$ cat src/rtl/fire_squeeze_sequencer.sv
// Sequences the 1x1 squeeze engine through fire configs FIRST_FIRE..LAST_FIRE:
// per fire, load run length, stream data-valid, drain, check results, hand off bank.
module fire_squeeze_sequencer #(
    parameter int unsigned FIRST_FIRE = 0,
    parameter int unsigned LAST_FIRE  = 7,
    parameter int unsigned DRAIN_CYC  = 8,
    parameter int unsigned CW         = 32
) (
    input  logic       clk,
    input  logic       rst,
    input  logic       start,
    input  logic       sq_outvalid,
    input  logic       ds_ready,
    output logic [2:0] firesel,
    output logic       sq_data_valid,
    output logic       bank_sel,
    output logic       fire_done,
    output logic       all_done,
    output logic       busy,
    output logic       err
);

    typedef enum logic [2:0] {
        S_IDLE,
        S_LOAD,
        S_RUN,
        S_DRAIN,
        S_HANDOFF
    } state_t;

    localparam logic [2:0]    FIRST_SEL = 3'(FIRST_FIRE);
    localparam logic [2:0]    LAST_SEL  = 3'(LAST_FIRE);
    localparam logic [CW-1:0] DRAIN_END = CW'(DRAIN_CYC - 1);

    state_t        r_state;
    logic [2:0]    r_firesel;
    logic          r_sq_data_valid;
    logic          r_bank_sel;
    logic          r_fire_done;
    logic          r_all_done;
    logic          r_busy;
    logic          r_err;
    logic [CW-1:0] r_run_len;
    logic [CW-1:0] r_exp_out;
    logic [CW-1:0] r_cyc_cnt;
    logic [CW-1:0] r_out_cnt;

    logic [9:0]    w_ic;
    logic [5:0]    w_s;
    logic [6:0]    w_f;
    logic [CW-1:0] w_exp_out;
    logic [CW-1:0] w_run_len;
    logic          w_count_en;
    logic [CW-1:0] w_out_cnt_nxt;

    always_comb begin
        w_ic = 10'd64;
        w_s  = 6'd55;
        w_f  = 7'd16;
        case (r_firesel)
            3'd0: begin w_ic = 10'd64;  w_s = 6'd55; w_f = 7'd16; end
            3'd1: begin w_ic = 10'd128; w_s = 6'd55; w_f = 7'd16; end
            3'd2: begin w_ic = 10'd128; w_s = 6'd27; w_f = 7'd32; end
            3'd3: begin w_ic = 10'd256; w_s = 6'd27; w_f = 7'd32; end
            3'd4: begin w_ic = 10'd256; w_s = 6'd13; w_f = 7'd48; end
            3'd5: begin w_ic = 10'd384; w_s = 6'd13; w_f = 7'd48; end
            3'd6: begin w_ic = 10'd384; w_s = 6'd13; w_f = 7'd64; end
            default: begin w_ic = 10'd512; w_s = 6'd13; w_f = 7'd64; end
        endcase
    end

    // IC/16 and F/8 are taken as bit slices; the table values are exact multiples.
    assign w_exp_out = CW'(w_s) * CW'(w_s) * CW'(w_f[6:3]);
    assign w_run_len = CW'(w_ic[9:4]) * w_exp_out;

    assign w_count_en    = sq_outvalid && ((r_state == S_RUN) || (r_state == S_DRAIN))
                           && (r_out_cnt != '1);
    assign w_out_cnt_nxt = w_count_en ? r_out_cnt + CW'(1) : r_out_cnt;

    always_ff @(posedge clk) begin
        if (!rst) begin
            r_state         <= S_IDLE;
            r_firesel       <= FIRST_SEL;
            r_sq_data_valid <= 1'b0;
            r_bank_sel      <= 1'b0;
            r_fire_done     <= 1'b0;
            r_all_done      <= 1'b0;
            r_busy          <= 1'b0;
            r_err           <= 1'b0;
            r_run_len       <= '0;
            r_exp_out       <= '0;
            r_cyc_cnt       <= '0;
            r_out_cnt       <= '0;
        end else begin
            r_fire_done <= 1'b0;
            r_all_done  <= 1'b0;
            r_out_cnt   <= w_out_cnt_nxt;
            case (r_state)
                S_IDLE: begin
                    if (start) begin
                        r_state   <= S_LOAD;
                        r_firesel <= FIRST_SEL;
                        r_busy    <= 1'b1;
                    end
                end
                S_LOAD: begin
                    r_run_len       <= w_run_len;
                    r_exp_out       <= w_exp_out;
                    r_cyc_cnt       <= '0;
                    r_out_cnt       <= '0;
                    r_sq_data_valid <= 1'b1;
                    r_state         <= S_RUN;
                end
                S_RUN: begin
                    if (r_cyc_cnt == r_run_len - CW'(1)) begin
                        r_cyc_cnt       <= '0;
                        r_sq_data_valid <= 1'b0;
                        r_state         <= S_DRAIN;
                    end else begin
                        r_cyc_cnt <= r_cyc_cnt + CW'(1);
                    end
                end
                S_DRAIN: begin
                    if (r_cyc_cnt == DRAIN_END) begin
                        // Include a result arriving on the final drain cycle in the check.
                        r_fire_done <= 1'b1;
                        r_err       <= r_err | (w_out_cnt_nxt != r_exp_out);
                        r_cyc_cnt   <= '0;
                        r_state     <= S_HANDOFF;
                    end else begin
                        r_cyc_cnt <= r_cyc_cnt + CW'(1);
                    end
                end
                S_HANDOFF: begin
                    if (ds_ready) begin
                        r_bank_sel <= ~r_bank_sel;
                        if (r_firesel == LAST_SEL) begin
                            r_all_done <= 1'b1;
                            r_busy     <= 1'b0;
                            r_state    <= S_IDLE;
                        end else begin
                            r_firesel <= r_firesel + 3'd1;
                            r_state   <= S_LOAD;
                        end
                    end
                end
                default: r_state <= S_IDLE;
            endcase
        end
    end

    assign firesel       = r_firesel;
    assign sq_data_valid = r_sq_data_valid;
    assign bank_sel      = r_bank_sel;
    assign fire_done     = r_fire_done;
    assign all_done      = r_all_done;
    assign busy          = r_busy;
    assign err           = r_err;

endmodule

$ cat config.mk
export PLATFORM = sky130hd
export DESIGN_NAME = fire_squeeze_sequencer
export DESIGN_NICKNAME = d
export VERILOG_FILES = /design/src/rtl/fire_squeeze_sequencer.sv
export SDC_FILE = /design/constraint.sdc
export NUM_CORES = 1
export LEC_CHECK = 0
export CORE_MARGIN = 4
export CORE_UTILIZATION = 60
export CTS_CLUSTER_DIAMETER = 50
export DETAILED_ROUTE_END_ITERATION = 10
export PLACE_DENSITY = 0.75
export SKIP_CTS_REPAIR_TIMING = 1
export SYNTH_ARGS = -nofsm -noshare
export SYNTH_HDL_FRONTEND = slang
export SYNTH_SLANG_ARGS = --single-unit
$ cat constraint.sdc
create_clock -name clk -period 11 [get_ports clk]
set_input_delay 1.1 -clock clk [delete_from_list [all_inputs] [get_ports clk]]
set_output_delay 1.1 -clock clk [all_outputs]
set_load 0.1 [all_outputs]
# Word level (Yosys, flattened, before mapping)
# Cells that the tools add are included.
# word_totals
in_bits	5
register_bits	124
elab_cells	91
# op_classes
mul	3
n_eq_ne	21
n_bitwise	3
muxes	25
add_sub_neg	4
n_reduce_logical	23
# op_table
cell	count
2-to-1 mux 32 bit	3
case mux 32 bit (3 select lines)	1
adder 32 x 1 -> 32 bit (second input constant)	2
case mux 10 bit (4 select lines)	1
== test 32 x 3 -> 1 bit (second input constant)	1
== test 32 bit	1
!= test 32 x 16 -> 1 bit	1
!= test 32 bit (second input constant)	1
subtractor 32 x 1 -> 32 bit (second input constant)	1
multiplier 6 x 16 -> 22 bit	1
2-to-1 mux 3 bit	7
case mux 7 bit (3 select lines)	1
multiplier 12 x 4 -> 16 bit	1
== test 3 bit (second input constant)	5
case mux 3 bit (5 select lines)	1
OR reduction 2 bit	7
== test 3 x 2 -> 1 bit (second input constant)	4
multiplier 6 x 6 -> 12 bit	1
case mux 6 bit (2 select lines)	1
AND reduction 4 bit	3
!= test 2 bit (second input constant)	4
AND reduction 2 bit	4
2-to-1 mux 1 bit	7
== test 3 x 1 -> 1 bit (second input constant)	2
other kinds (12)	18

# Logic depth before layout (Yosys ltp)
# Gate-level depths: netlist of the first run.
# depth
word_depth	7
ltp_mapped	33
mapped_depth_nobuf	32

# Worst setup path after synthesis of the first run
# Ideal clock, no wire load.
# synth_timing
path_kind	reg2reg
startpoint	register r_firesel[2], in the netlist firesel[2]
endpoint	register r_run_len[21]
arrival_ns	7.683
synth_period_minus_slack_ns	7.815
path_slack_ns	3.185
setup_ns	0.132
n_path_buf	2
stages_incl_launch_ff	31
path_cell_list	dfxtp_1 clkbuf_1 clkinv_1 ha_1 a21o_1 clkbuf_1 inv_1 ha_1 xnor2_1 nor2_1 fa_1 ha_1 ha_1 o221a_2 o21ai_0 nand2_1 a21oi_1 o21ai_0 a311o_1 xor2_1 and2_1 fa_1 fa_1 ha_1 ha_1 o21a_1 nor2_1 nor3b_1 nand4b_1 o2111ai_1 a21oi_1
# synth_via
elab_chain_cells	6
elab_cells_between_ends	19
cone_classes	3 x mul; 6 x eq/ne; 3 x mux; 7 x reduce/logical
# synth_lines
element	line_no	source
start, declared	36	logic [2:0] r_firesel;
start signal, assigned	142	r_firesel <= r_firesel + 3'd1;
== test 3 x 2 -> 1 bit, or another cell as far along	60	case (r_firesel)
OR reduction 2 bit (no source line)	--	
case mux 6 bit (2 select lines)	60	
multiplier 6 x 6 -> 12 bit	73	assign w_exp_out = CW'(w_s) * CW'(w_s) * CW'(w_f[6:3]);
multiplier 12 x 4 -> 16 bit	73	
multiplier 6 x 16 -> 22 bit *	74	assign w_run_len = CW'(w_ic[9:4]) * w_exp_out;
end signal, assigned	107	r_run_len <= w_run_len;
end, declared	43	logic [CW-1:0] r_run_len;
# Every way passes the cells marked *; elsewhere a longest branch is shown, timed or not.
# A chain may end at the register's enable or synchronous reset.

# Worst setup path in the final report of the first run
# layout_timing
startpoint	register r_firesel[0], in the netlist firesel[0]
endpoint	register r_run_len[21]
# The elaborated chain is that of the path after synthesis.

==> results of run 1 <==
[state kept, by name (all words and copies together), names as in the netlist]
name	cells
fire_done	1
r_state	3
r_exp_out	15
busy	1
r_run_len	19
r_out_cnt	32
sq_data_valid	1
r_cyc_cnt	32
err	1
bank_sel	1
all_done	1
firesel	3
[layer usage]
metal,GRT usage (%),up-vias,wire length [µm]
li1,-,4116,-
met1,37.9,3877,10900
met2,39.1,217,9500
met3,4.27,23,1230
met4,5.78,0,289
met5,0,-,0
[stage by stage]
step | cell area [µm²] | hold WS [ps] | power, W | worst slack, ps | instances
6_report | 9690 | 476 | 0.000877 | 2990 | 1354
5_1_grt | 9690 | 493 | 0.000912 | 2340 | 1354
4_1_cts | 9690 | 477 | 0.000882 | 3050 | 1354
3_5_place_dp | 9400 | 466 | 0.000552 | 3070 | 1338
3_3_place_gp | 9400 | 463 | 0.000551 | 3220 | 1338
2_1_floorplan | 9200 | 449 | 0.000522 | 3190 | 1189
[tightest hold or removal path, cell delays in order (launching register included)]
cell	delay (ps)
dfxtp_1	330
nand2_1	60
a21oi_1	50
[layout make-up]
| type | instances | area (µm²) |
|---|---|---|
| multi-input combinational | 962 | 6550 |
| tap | 184 | 230 |
| clock buffer | 10 | 239 |
| inverter | 61 | 229 |
| timing repair buffer | 21 | 190 |
| clock inverter | 6 | 52.6 |
| sequential | 110 | 2200 |
| fill | 1301 | 5070 |
[logic make-up (layout without fill, tap and decap cells)]
group           Yosys count  after routing  synth area share [%]
compound gates          196            196                  14.0
buf+inv                 117             98                  5.04
other cells               2              5                0.0817
fa+ha+maj               102            102                  16.1
flops                   110            110                  24.0
simple gates            546            546                  29.7
mux                      22             22                  2.41
xor+xnor                 91             91                  8.67
[where the power goes]
group | internal (W) | switching [W] | total [W]
combinational | 0.0000482 | 0.0000787 | 0.000127
sequential | 0.000406 | 0.0000114 | 0.000417
clock | 0.000164 | 0.000169 | 0.000333
[final timing paths]
path / endpoint / cells past startpoint
hold reg to reg: r_exp_out[13] / 2
hold / removal: r_exp_out[13] / 2
setup / recovery: r_run_len[21] / 28
setup reg to reg: r_run_len[21] / 28
[cells in the final DEF (no fill, tap or decap), types with 4 or more instances in the layout]
cell,instances
a21o_1,12
nor4_1,18
nand4_1,28
or3_1,12
or2_2,6
nand4b_1,4
ha_1,75
a2111oi_0,6
clkbuf_16,9
nor3_1,42
dfxtp_1,110
and4_1,7
fa_1,27
o31ai_1,8
nand2_1,138
clkdlybuf4s50_1,13
conb_1,5
nor2_1,132
nand3_1,47
a211oi_1,17
o2111ai_1,4
buf_4,8
clkinv_1,4
inv_1,57
a22o_1,8
nand2b_1,10
o21bai_1,4
or4_1,9
a31oi_1,9
and2_1,28
o21ai_0,32
nor2b_1,16
mux2i_1,21
and3_1,26
nor3b_1,5
a21oi_1,60
xnor2_1,55
o21a_1,9
xor2_1,36
==> impl_results.md, run 1 <==
- Status: complete, no violations
- Max-cap viol count: 0
- Top post-synthesis cells by area: dfxtp_1 24%, ha_1 10%, fa_1 5.9%
- Yosys reg bits: 110
- Crit-path max cell delay: 620 ps
- Synth area leader: dfxtp_1
- Library cells used by synthesis: 71
- Seq/Total Area, Yosys: 24.0%
- Final setup skew: 11.3 ps
- Setup total negative slack: 0 ps
- Required time worst endpoint: 11240 ps
- Dpl hpwl: 16.6 mm
- Post-layout nets: around 1.3k
- Layout cells sized above 1: 3.76%
- Initial core utilization: roughly 62%
- Clock root cell: clkbuf_16
- DR pass1 iterations: 5
- Port buffer count: 13
- Delay-heaviest family, CP: adder cells
- Clock Path Buffers: 2
- Setup crit start kind: flip-flop
- Worst Setup End Kind: flip-flop
- Register-to-register setup slack: roughly 3000 ps
- Final Cycle Share: 72.8%
- Number of synthesized flops with an enable pin: 0
- Grt ovf: 0
- Number of diodes: 0
- Netlist Area Pre-Place: 9190 µm²
- Fin util: 65.7%
- CTS tree: built
- Global Route Usage Sum: between 20% and 30%
- Total core area: 14800 µm²
- Worst hold start: r_exp_out[13]
- Actual slew at the worst max-slew pin: 1160 ps
- Reg clk slew, reported paths: 80 ps
- Initial drt markers: 655
- Die area: 17400 µm²
- Area delta synth->final: 5.40%
- Worst hold path type: reg2reg
- Total CTS buffers: 9
- Die Ht: 132 µm
- Worst Setup SP: firesel[0]
- Worst VDD drop: 0.0715 mV
- Most numerous cell in the Yosys netlist: nand2_1
- Number of global-route vias before repair: 7576
- Synthesized instance count: 1186
- Leak pwr: 3.94 nW
- Synth top area share: a little under a quarter
- Slew HR: 22.4%
- Wirelength per Cell: 16.2 µm
- Crit Path Max Fanout: 13
- Synthesis Warnings: 0
- CP Buf/Inv Count: 3
- Routed Antenna Nets: 0
- Reg2Reg Launch Point: firesel[0]
- Syn avg cell area: 7.75 µm²
- Total Wirelength: 21.9 mm
- First-pass GRT wire length: 37.5 mm
- Pwr Density: 90.5 nW/µm²
- Final setup vio count: 0
- Critical Path Slowest Stage Cell: a21oi_1
- Post-synth top flop: dfxtp_1
- Min Tclk post-route: 8010 ps
- Vias: 8233
- Largest net degree at the start of global routing: 44
- CP Class: reg2reg
- Cell Rows: 44
- Clock sinks: 110
- CP arrival: 8250 ps
- Remaining DRCs: 0
- F_max: 125 MHz
- Die width: 132 µm
- Worst path most repeated cell: ha_1
- Clock insertion delay at the later pin of the skew report: 370 ps
- Synth top cells by count: 138 x nand2_1, 133 x nor2_1, 110 x dfxtp_1
- Slew Limit Fails: 0
- Number of vias per cell: about 6.1
- Boundary pin count: 14
- Gpl congestion: 0.923
- Final Hold Viols: 0
- RSZ-0062 raised after global routing: no
- Initial antenna violation count: 0
- H-tree levels: 3
- Asr flop ratio synth: 0%
No activity file was read; power rests on OpenSTA's default activity.
==> run 2, diff against run 1 <==
==> constraint.sdc (replaced) <==
create_clock -name clk -period 7.63 [get_ports clk]
set_input_delay 0.763 -clock clk [delete_from_list [all_inputs] [get_ports clk]]
set_output_delay 0.763 -clock clk [all_outputs]
set_load 0.1 [all_outputs]
==> run 2 against run 1 <==
Clock-buffer cell count up 1. Clock skew rose by 6.5 ps. Wire length up 1.6%. Core utilization grew 0.46 points. Clock power increased by 51%.
==> impl_results.md, run 2 (synthesized netlist as in run 1, its figures left out) <==
- CP Class: reg2reg
- Clock root cell: clkbuf_16
- Clock Path Buffers: 2 (unchanged)
- Worst hold path type: reg2reg
- Commonest non-fill, non-tap cell in the layout: nand2_1
- Actual slew at the worst max-slew pin: 1150 ps (-13.4 ps)
- H-tree levels: 3 (unchanged)
- Boundary pin count: 14 (unchanged)
- Worst setup margin: 596 ps (-2390 ps)
- Initial antenna violation count: 0 (unchanged)
- Largest net degree at the start of global routing: 44 (unchanged)
- Setup WS pre-CTS: 368 ps (-2710 ps)
- Remaining DRCs: 0 (unchanged)
- Total core area: 14800 µm² (unchanged)
- Routed Antenna Nets: 0 (unchanged)
- Total Wirelength: 22.3 mm (+1.6%)
- Required time worst endpoint: 7910 ps (-3330 ps)
- Vias: 8364 (+1.6%)
- Worst VDD drop: 0.113 mV (+58%)
- Die width: 132 µm (unchanged)
- Crit Path Max Fanout: 10 (-3)
- F_max: 142 MHz (+14%)
- Dpl hpwl: 16.8 mm (+1.3%)
- Die Ht: 132 µm (unchanged)
- Cell Rows: 44 (unchanged)
- Total CTS buffers: 9 (unchanged)
- Clock sinks: 110 (unchanged)
- Min Tclk post-route: 7030 ps (-979 ps)
- First-pass GRT wire length: 37.6 mm (+0.24%)
- Leak pwr: 3.97 nW (+0.60%)
- Die area: 17400 µm² (unchanged)
- Initial drt markers: 727 (+11%)
- Wirelength per Cell: 16.4 µm (+1.3%)
- Grt ovf: 0 (unchanged)
- Final setup vio count: 0 (unchanged)
- Clock insertion delay at the later pin of the skew report: 370 ps (about the same)
- Commonest cells after routing, fill and taps aside: 138 x nand2_1, 132 x nor2_1, 107 x dfxtp_1, 73 x ha_1, 60 x a21oi_1
- Hold slack: 476 ps (-0.520 ps)
- Area delta synth->final: 6.14%
- Reg clk slew, reported paths: 80 ps (about the same)
- Slew Limit Fails: 0 (unchanged)
- Number of global-route vias before repair: 7667 (+1.2%)
- Initial core utilization: 62.3% (unchanged)
- Global Route Usage Sum: 25.7% (+0.15 points)
- Pwr Density: 132 nW/µm² (+46%)
- Slew HR: 23.1% (+0.71 points)
- Final setup skew: 17.8 ps (+6.52 ps)
- Number of diodes: 0 (unchanged)
- Max-cap viol count: 0 (unchanged)
- Status: complete, no violations
- Gpl congestion: 0.930 (+0.75%)
- Worst Setup End Kind: flip-flop
- Number of vias per cell: 6.16 (+1.3%)
- Layout cells sized above 1: 4.60% (+0.84 points)
- Setup crit start kind: flip-flop
- Regs by FF count: r_cyc_cnt: 32 flops, r_out_cnt: 32 flops, r_run_len: 19 flops
- Setup total negative slack: 0 ps (unchanged)
- Post-layout nets: 1276 (+0.31%)
- Final Cycle Share: 92.2% (+19 points)
- Final Hold Viols: 0 (unchanged)
- CTS tree: built
- DR pass1 iterations: 5 (unchanged)
- # fillers: 1301 (unchanged)
- Port buffer count: 13 (unchanged)
- Register-to-register setup slack: 600 ps (-2390 ps)
- CP arrival: 7320 ps (-930 ps)
- RSZ-0062 raised after global routing: no
-- run 2: cell count changes in the layout (fill, tap and decap cells not counted), moves of 2 or more --
cell     delta
ha_1        -2
dfxtp_2     +2
dfxtp_1     -3
buf_4       +4
ha_2        +2
-- run 2: per-layer routing --
| layer | GRT usage, % | share of wire (%) | vias to the layer above | wire length, µm |
|---|---|---|---|---|
| met5 | 0 | 0 | - | 0 |
| met4 | 7.88 | 2.2 | 0 | 490 |
| met3 | 4.01 | 4.6 | 39 | 1030 |
| met2 | 40.0 | 45 | 222 | 9930 |
| met1 | 36.9 | 49 | 3976 | 10800 |
| li1 | - | - | 4127 | - |
-- run 2: worst paths after layout --
kind,start,endpoint,depth (start not counted)
setup reg to reg,firesel[0],r_run_len[20],27
hold / removal,r_exp_out[13],r_exp_out[13],2
hold reg to reg,r_exp_out[13],r_exp_out[13],2
setup / recovery,firesel[0],r_run_len[20],27
-- run 2: layout make-up --
cell class | count | area (µm²) | area share [%]
flip-flops and latches | 110 | 2210 | 22.6
well taps | 184 | 230 | 2.36
inverters | 61 | 233 | 2.39
clock inverters | 5 | 66.3 | 0.680
clock buffers | 11 | 243 | 2.49
multi-input cells | 962 | 6560 | 67.2
repair buffers | 25 | 220 | 2.26
-- run 2: power breakdown --
group          switching [W]  internal (W)
sequential         0.0000162      0.000585
combinational       0.000115     0.0000693
clock               0.000235      0.000268
-- run 2: stage by stage --
step / instances / power, W / cell area [µm²] / util [%]
finish: 1358 / 0.00129 / 9760 / 66.1
global route: 1358 / 0.00134 / 9760 / 66.1
CTS: 1358 / 0.00130 / 9740 / 66.0
detailed placement: 1342 / 0.000796 / 9430 / 63.9
global placement: 1342 / 0.000793 / 9430 / 63.9
floorplan: 1189 / 0.000753 / 9210 / -
-- run 2: worst max-delay path: stages (launching register included) --
cell and delay (ps):
dfxtp_2 410, ha_1 300, ha_2 290, a21o_1 120, buf_4 190, ha_1 320
inv_1 150, ha_1 250, or2_2 310, fa_1 500, inv_1 50, ha_1 290
ha_1 330, a21oi_1 180, nand2_1 80, o21a_1 210, nor2_1 340, and2_1 200
fa_1 450, fa_1 500, ha_1 310, ha_1 340, o21a_1 180, nor2_1 150
nor2_1 90, a31oi_1 210, nand4_1 110, o211ai_1 110
